===== src/rtl/rf_exec_controller.sv =====
// Four-phase instruction sequencer mastering a 16x16 two-read/one-write register file.
// Each instruction goes through IDLE -> READ -> EXEC -> WB. HALT stops the controller until Reset.
module rf_exec_controller #(
  parameter int DW        = 16,
  parameter int NREG_BITS = 4
) (
  input  logic                 Clock,
  input  logic                 Reset,
  input  logic                 InstrValid,
  input  logic [15:0]          Instr,
  output logic                 InstrReady,
  output logic [NREG_BITS-1:0] Aaddr,
  output logic [NREG_BITS-1:0] Baddr,
  input  logic [DW-1:0]        Adata,
  input  logic [DW-1:0]        Bdata,
  output logic [NREG_BITS-1:0] Waddr,
  output logic                 writeEn,
  output logic [DW-1:0]        WriteData,
  output logic                 Zero,
  output logic                 IllegalOp,
  output logic                 Halted,
  output logic [15:0]          InstrCount
);

  localparam logic [3:0] OP_NOOP  = 4'd0;
  localparam logic [3:0] OP_LOADI = 4'd1;
  localparam logic [3:0] OP_ADD   = 4'd2;
  localparam logic [3:0] OP_SUB   = 4'd3;
  localparam logic [3:0] OP_MOV   = 4'd4;
  localparam logic [3:0] OP_HALT  = 4'd5;

  typedef enum logic [2:0] {
    S_IDLE = 3'd0,
    S_READ = 3'd1,
    S_EXEC = 3'd2,
    S_WB   = 3'd3,
    S_HALT = 3'd4
  } state_t;

  state_t         state_r;
  logic [15:0]    instr_r;
  logic [DW-1:0]  op_a_r;
  logic [DW-1:0]  op_b_r;
  logic [DW-1:0]  result_r;
  logic [DW-1:0]  alu_s;
  logic [3:0]     opcode_s;

  // Opcodes that update rd in write-back.
  function automatic logic writes_rd(input logic [3:0] op);
    logic w;
    case (op)
      OP_LOADI, OP_ADD, OP_SUB, OP_MOV: w = 1'b1;
      default:                          w = 1'b0;
    endcase
    return w;
  endfunction

  function automatic logic is_illegal(input logic [3:0] op);
    return (op > OP_HALT);
  endfunction

  assign opcode_s  = instr_r[15:12];
  assign Aaddr     = instr_r[11:8];
  assign Baddr     = instr_r[7:4];
  assign Waddr     = instr_r[3:0];
  assign WriteData = result_r;

  // ALU: result of the latched instruction from the latched operands.
  always_comb begin
    alu_s = {DW{1'b0}};
    case (opcode_s)
      OP_LOADI: alu_s = {{(DW-8){1'b0}}, instr_r[11:4]};
      OP_ADD:   alu_s = op_a_r + op_b_r;
      OP_SUB:   alu_s = op_a_r - op_b_r;
      OP_MOV:   alu_s = op_a_r;
      default:  alu_s = {DW{1'b0}};
    endcase
  end

  // Sequencer FSM with all handshake and status outputs registered.
  always_ff @(posedge Clock or posedge Reset) begin
    if (Reset) begin
      state_r    <= S_IDLE;
      instr_r    <= 16'h0000;
      op_a_r     <= {DW{1'b0}};
      op_b_r     <= {DW{1'b0}};
      result_r   <= {DW{1'b0}};
      Zero       <= 1'b0;
      IllegalOp  <= 1'b0;
      Halted     <= 1'b0;
      InstrCount <= 16'h0000;
      writeEn    <= 1'b0;
      InstrReady <= 1'b1;
    end else begin
      case (state_r)
        S_IDLE: begin
          if (InstrValid && InstrReady) begin
            instr_r    <= Instr;
            InstrReady <= 1'b0;
            if (Instr[15:12] == OP_HALT) begin
              state_r <= S_HALT;
              Halted  <= 1'b1;
            end else begin
              state_r   <= S_READ;
              IllegalOp <= is_illegal(Instr[15:12]);
            end
          end
        end
        S_READ: begin
          op_a_r    <= Adata;
          op_b_r    <= Bdata;
          IllegalOp <= 1'b0;
          state_r   <= S_EXEC;
        end
        S_EXEC: begin
          result_r <= alu_s;
          if ((opcode_s == OP_ADD) || (opcode_s == OP_SUB)) begin
            Zero <= (alu_s == {DW{1'b0}});
          end
          writeEn <= writes_rd(opcode_s);
          state_r <= S_WB;
        end
        S_WB: begin
          writeEn    <= 1'b0;
          InstrCount <= InstrCount + 16'd1;
          InstrReady <= 1'b1;
          state_r    <= S_IDLE;
        end
        S_HALT: begin
          InstrReady <= 1'b0;
          Halted     <= 1'b1;
          writeEn    <= 1'b0;
        end
        default: begin
          state_r    <= S_IDLE;
          writeEn    <= 1'b0;
          IllegalOp  <= 1'b0;
          InstrReady <= 1'b1;
        end
      endcase
    end
  end

  // NOOP shares the default ALU path; named here so the opcode map stays complete.
  logic unused_s;
  assign unused_s = (OP_NOOP == 4'd0);

endmodule


===== config.mk =====
export PLATFORM = sky130hd
export DESIGN_NAME = rf_exec_controller
export DESIGN_NICKNAME = d
export VERILOG_FILES = /design/src/rtl/rf_exec_controller.sv
export SDC_FILE = /design/constraint.sdc
export NUM_CORES = 1
export LEC_CHECK = 0
export ABC_AREA = 1
export CAP_MARGIN = 20
export CORE_MARGIN = 4
export CORE_UTILIZATION = 55
export DETAILED_ROUTE_END_ITERATION = 8
export PLACE_DENSITY = 0.95
export SETUP_SLACK_MARGIN = 0.5
export SLEW_MARGIN = 20
export SYNTH_ARGS = -nofsm -noshare
export SYNTH_HDL_FRONTEND = slang
export SYNTH_SLANG_ARGS = --single-unit
export TNS_END_PERCENT = 30

===== constraint.sdc =====
create_clock -name Clock -period 7 [get_ports Clock]
set_input_delay 1.4 -clock Clock [delete_from_list [all_inputs] [get_ports Clock]]
set_output_delay 1.4 -clock Clock [all_outputs]
set_load 0.03 [all_outputs]

* Word level (Yosys, flattened, before mapping)
Cells that the tools add are included.
Word-level totals: output and inout bits 49, input bits 51, bits in registers 88
Cells by class: order comparisons 1, bitwise logic cells 3, multiplexer cells 14, eq/ne operators 12, reductions and logical operators 15, add/sub/neg operators 3
Operators by type and width (count):
- case mux 16 bit (4 select lines) | 1
- adder 16 x 1 -> 16 bit, second input constant | 1
- adder 16 bit | 1
- logical NOT 16 bit | 1
- subtractor 16 bit | 1
- case mux 3 bit (4 select lines) | 1
- equality test 4 x 2 -> 1 bit, second input constant | 2
- equality test 4 x 3 -> 1 bit, second input constant | 2
- AND reduction 2 bit | 4
- equality test 3 x 2 -> 1 bit, second input constant | 2
- 2-to-1 mux 1 bit | 6
- 2-to-1 mux 3 bit | 2
- inequality test 2 bit, second input constant | 3
- case mux 1 bit (2 select lines) | 3
- AND reduction 3 bit | 2
- equality test 4 x 1 -> 1 bit, second input constant | 1
- greater-than comparator 4 x 3 -> 1 bit, second input constant | 1
- OR reduction 2 bit | 2
- OR reduction 4 bit | 1
- equality test 3 x 1 -> 1 bit, second input constant | 1
- equality test 3 bit, second input constant | 1
- logical NOT 3 bit | 1
- inverter 1 bit | 3
- case mux 1 bit (3 select lines) | 1
- other kinds (4) | 4

* Depth between registers and ports, before layout
depth in word-level cells 4, gate-level depth with buffers 23

* Least setup slack after synthesis
Ideal clock, no wire load.
kind reg-to-reg, from reg op_b_r[2], to reg Zero, buffers on the path 0, library setup time 0.078 ns, data required time 6.922 ns, slack 4.333 ns, stages on the path, launching flop included 18, arrival time 2.589 ns, cells stage by stage dfrtp_1 nor2_1 nand2_1 o41ai_1 o21ai_0 xnor2_1 ha_1 inv_1 nor3_1 and2_1 nand2_1 nand2_1 nand2_1 nand2_1 nor2_1 nor2_1 nand3_1 o21bai_1
Between the ends: word-level cells in the longest chain between the ends 3
Ends and longest elaborated chain:
- start: declaration | RTL line 43 | logic [DW-1:0] op_b_r;
- start signal: assignment | RTL line 86 | op_b_r <= {DW{1'b0}};
- start signal: assignment | RTL line 111 | op_b_r <= Bdata;
- subtractor 16 bit or adder 16 bit (tied branches) | RTL line 74, 73
- case mux 16 bit (4 select lines) * | RTL line 71 | case (opcode_s)
- logical NOT 16 bit * | RTL line 118 | Zero <= (alu_s == {DW{1'b0}});
- end signal: assignment | RTL line 118
- end: declaration | RTL line 19 | output logic Zero,
Mark *: on every way between the ends. The rest lies on a longest branch, timed or not. A chain may end at the register's enable or synchronous reset.

* Worst setup path after layout
from reg instr_r[15], to reg Zero
Between the ends: word-level cells in the longest chain between the ends 3
Ends and longest elaborated chain:
- start: declaration | RTL line 41 | logic [15:0] instr_r;
- start signal: assignment | RTL line 98 | instr_r <= Instr;
- equality test 4 x 3 -> 1 bit (tied with other cells) | RTL line 71
- case mux 16 bit (4 select lines) or logical OR 1 bit (tied branches) | RTL line 71, 117
- logical NOT 16 bit or AND reduction 2 bit (tied branches)
Parallel ways exist; a longest one is shown, timed or not.

==> flow_metrics.env <==
export IMPL_synthCells=661
export IMPL_resized_gates_after_cts=0
export IMPL_ctsRootBufferMaster="clkbuf_8"
export IMPL_start_kind="flip-flop"
export IMPL_netlist_top_cells_area="dfrtp_1 41%, nand2_1 12%, mux2_2 7.5%"
export IMPL_ys_dominant_reg_cell="dfrtp_1"
export IMPL_crit_required_ns=7.28
export IMPL_netlist_top_cell_by_area="dfrtp_1"
export IMPL_global_route_usage_sum_pct=25.1
export IMPL_buffer_ports_inserted=99
export IMPL_post_cts_setup_buffers=0
export IMPL_dieWidth_um=106
export IMPL_avgViaCountPerCell=5.33
export IMPL_synth_edf_count=0
export IMPL_layout_nets=819
export IMPL_die_area_um2=11200
export IMPL_peak_freq_mhz=295
export IMPL_starting_density_of_the_core_pct=56.9
export IMPL_synth_xor_xnor_area_share_pct=4.48
export IMPL_num_cts_buffers=9
export IMPL_synth_common_cells="169 x nand2_1, 97 x inv_1, 87 x dfrtp_1"
export IMPL_cts_tree="built"
export IMPL_design_core_area_um2=9280
export IMPL_pwr_share_seq_pct=48.9
export IMPL_global_route_wire_length_before_repair_mm=22.7
export IMPL_hpwl_mm=10.8
export IMPL_post_route_min_period_ns=3.39
export IMPL_antenna_found_initial=0
export IMPL_unrepaired_setup_endpoints_after_global_routing="no"
export IMPL_grt_start_max_net_pins=52
export IMPL_main_combinational_cell_family_by_area_after_synthesis="simple AND/OR/NAND/NOR gates"
export IMPL_ys_async_sr_fraction_pct=100
export IMPL_wire_length_per_cell_um=15.5
export IMPL_tightest_slew_ns=0.655
export IMPL_setup_worst_path_class="flip-flop to flip-flop"
export IMPL_timing_final_max_slew_violations=0
export IMPL_rr_worst_depth=14
export IMPL_synth_seq_cells=88
export IMPL_ff2ff_setup_slack_ns=3.61
export IMPL_aggregate_negative_setup_slack_ns=0
export IMPL_first_iter_violations=277
export IMPL_power_clock_fraction_pct=36.8
export IMPL_grt_pass1_vias=4855
export IMPL_outcome="complete, no violations"
export IMPL_r2r_start="instr_r[15]$_DFFE_PP0P_"
export IMPL_pin_count=100
export IMPL_vdd_drop_max_v=0.000111
export IMPL_worstHoldStart="WriteData[7]$_DFFE_PP0P_"
export IMPL_grt_overflow_total=0
export IMPL_final_layout_size_suffix_gt1_share_pct=9.14
export IMPL_diodes=0
export IMPL_setup_violations=0
export IMPL_cpPeakStageDelay_ns=0.47
export IMPL_htreeDepth=3
export IMPL_dr_total_vias=4712
export IMPL_synth_seq_area_share_pct=41.7
export IMPL_hold_path_class="flip-flop to flip-flop"
export IMPL_syn_nets=730
export IMPL_std_cell_rows=35
export IMPL_timing_clock_skew_ns=0.0160
export IMPL_syn_to_final_growth_pct=23.6
export IMPL_most_frequent_cell_after_synthesis="nand2_1"
export IMPL_worst_setup_hold_path_clk_slew_ns=0.09
export IMPL_fin_total_pwr_mw=1.08
export IMPL_synth_avg_cell_area_um2=7.99
export IMPL_power_share_switching_pct=27.1
export IMPL_synthesized_area_fraction_occupied_by_ao_oa_aoi_and_oai_cells_pct=5.97
export IMPL_reg2reg_to="Zero$_DFFE_PP0P_"
export IMPL_proportion_of_netlist_area_held_by_the_largest_area_contributor_pct=41.2
export IMPL_intPower_mw=0.788
export IMPL_timing_critical_path_fanout_max=12
export IMPL_post_synth_mux_area_share_pct=7.46
export IMPL_ys_warn_count=0
export IMPL_timing_max_slew_rel_slack_pct=56.3
export IMPL_p_leak_nw=3.37
export IMPL_drc=0
export IMPL_clockBufferDepth=2
export IMPL_synth_adder_area_share_pct=4.40
export IMPL_final_instance_count_excl_fill=884
export IMPL_dieHeight_um=106
export IMPL_timing_critical_path_mode_cell="nand3_1"
export IMPL_power_switching_mw=0.293
export IMPL_synth_simple_gate_area_share_pct=26.4
export IMPL_timing_critical_path_to_type="flip-flop"
export IMPL_power_combinational_fraction_pct=14.2
export IMPL_min_path_cells=2
export IMPL_post_synth_num_cell_types=40
export IMPL_drv_max_cap_violation_count=0
export IMPL_dpl_cell_count=868
export IMPL_routed_wirelength_mm=13.7
export IMPL_powerDensity_nw_per_um2=165
export IMPL_clock_sink_total=88
export IMPL_final_antenna_net_count=0
export IMPL_finalHoldViolations=0
export IMPL_post_route_period_util_pct=48.4
export IMPL_timing_hold_worst_endpoint="WriteData[7]$_DFFE_PP0P_"
export IMPL_syn_cell_area_um2=5280
export IMPL_worst_ep_arrival_time_ns=3.67
export IMPL_timing_critical_path_cells="nor2_4 > nand3_1 > inv_1 > o21ai_0 > fa_1 > inv_1 > nand3_1 > a21oi_1 > nor2_1 > nor2_1 > nand3_1 > nor3_1 > nand4_1 > o21bai_1"
export IMPL_post_cts_hold_buffer_count=0
export IMPL_worst_path_max_delay_cell="fa_1"
export IMPL_globalplace_congestion=0.968
export IMPL_drt_first_pass_iters=5
export IMPL_clock_insertion_delay_worst_skew_ns=0.37
export IMPL_fin_util_pct=70.4
[metal layers]
layer / GRT usage, % / part of all wire, %
met5: 0 / 0
met3: 5.10 / 7.3
met1: 31.5 / 41
met2: 42.9 / 48
met4: 9.07 / 3.1
[stage by stage]
stage               worst slack [ns]  cell area (um2)  hold slack (ns)
floorplan                       3.32             5280            0.481
global placement                3.92             6310            0.460
detailed placement              3.72             6310            0.467
CTS                             3.63             6530            0.491
global route                    3.37             6530            0.522
finish                          3.61             6530            0.485
[worst max path at each step]
stage | from | endpoint | slack, ns | cells past startpoint
2_1_floorplan | Reset | Halted$_DFFE_PP0P_ | 3.32 | 1
3_5_place_dp | instr_r[15]$_DFFE_PP0P_ | Zero$_DFFE_PP0P_ | 3.72 | 14
3_3_place_gp | instr_r[15]$_DFFE_PP0P_ | Zero$_DFFE_PP0P_ | 3.92 | 16
5_1_grt | instr_r[15]$_DFFE_PP0P_ | Zero$_DFFE_PP0P_ | 3.37 | 17
6_report | instr_r[15]$_DFFE_PP0P_ | Zero$_DFFE_PP0P_ | 3.61 | 14
4_1_cts | instr_r[15]$_DFFE_PP0P_ | Zero$_DFFE_PP0P_ | 3.63 | 14
[final cells by class]
class / instances / area [um2]
fill: 758 / 2750
clock buffer: 10 / 128
inverter: 98 / 369
clock inverter: 6 / 92.6
multi-input combinational: 452 / 2570
sequential: 88 / 2200
timing repair buffer: 101 / 1010
tap: 129 / 161
[kinds of logic (layout without fill, tap and decap cells)]
group	count (synthesis)	in the layout
buffers and inverters	121	215
flip-flops	88	88
XOR/XNOR	27	27
AO/OA/AOI/OAI	55	55
multiplexers	35	35
AND/OR/NAND/NOR	317	317
adder cells (fa/ha/maj)	18	18
[state kept, by name (all words and copies together) (netlist names)]
name        cells
InstrCount     16
WriteData      16
instr_r        16
op_a_r         16
op_b_r         16
state_r         3
Halted          1
IllegalOp       1
InstrReady      1
Zero            1
writeEn         1
[power groups by stage]
stage          sequential, mW  combinational [mW]  clock, mW
3_3_place_gp            0.538               0.148          0
6_report                0.529               0.154      0.398
2_1_floorplan           0.534              0.0955          0
3_5_place_dp            0.538               0.152          0
4_1_cts                 0.528               0.153      0.402
5_1_grt                 0.530               0.174      0.425
[placed cells by master (no fill, tap or decap), types with 4 or more instances in the layout]
cell type | netlist | layout
nor2_4 | 4 | 4
dfrtp_1 | 87 | 87
clkbuf_8 | 0 | 9
clkdlybuf4s50_1 | 0 | 99
o21ai_0 | 15 | 15
nand2_1 | 169 | 169
a31oi_1 | 7 | 7
xor2_1 | 15 | 15
xnor2_1 | 12 | 12
a21oi_1 | 22 | 22
o31ai_1 | 4 | 4
nand3_1 | 42 | 42
ha_1 | 17 | 17
nand3b_1 | 4 | 4
mux2_2 | 35 | 35
inv_1 | 97 | 96
nor2_1 | 69 | 69
nor3_1 | 4 | 4
nand4_1 | 10 | 10
[critical path, delay by kind of cell (launching register included)]
family / cells / cell delay (ns)
and+or+nand+nor: 8 / 1.34
AOI/OAI and AO/OA: 3 / 0.59
adders and majority gates: 1 / 0.47
buffers and inverters: 2 / 0.44
DFF: 1 / 0.44
Power figures use the tool's default switching activity.
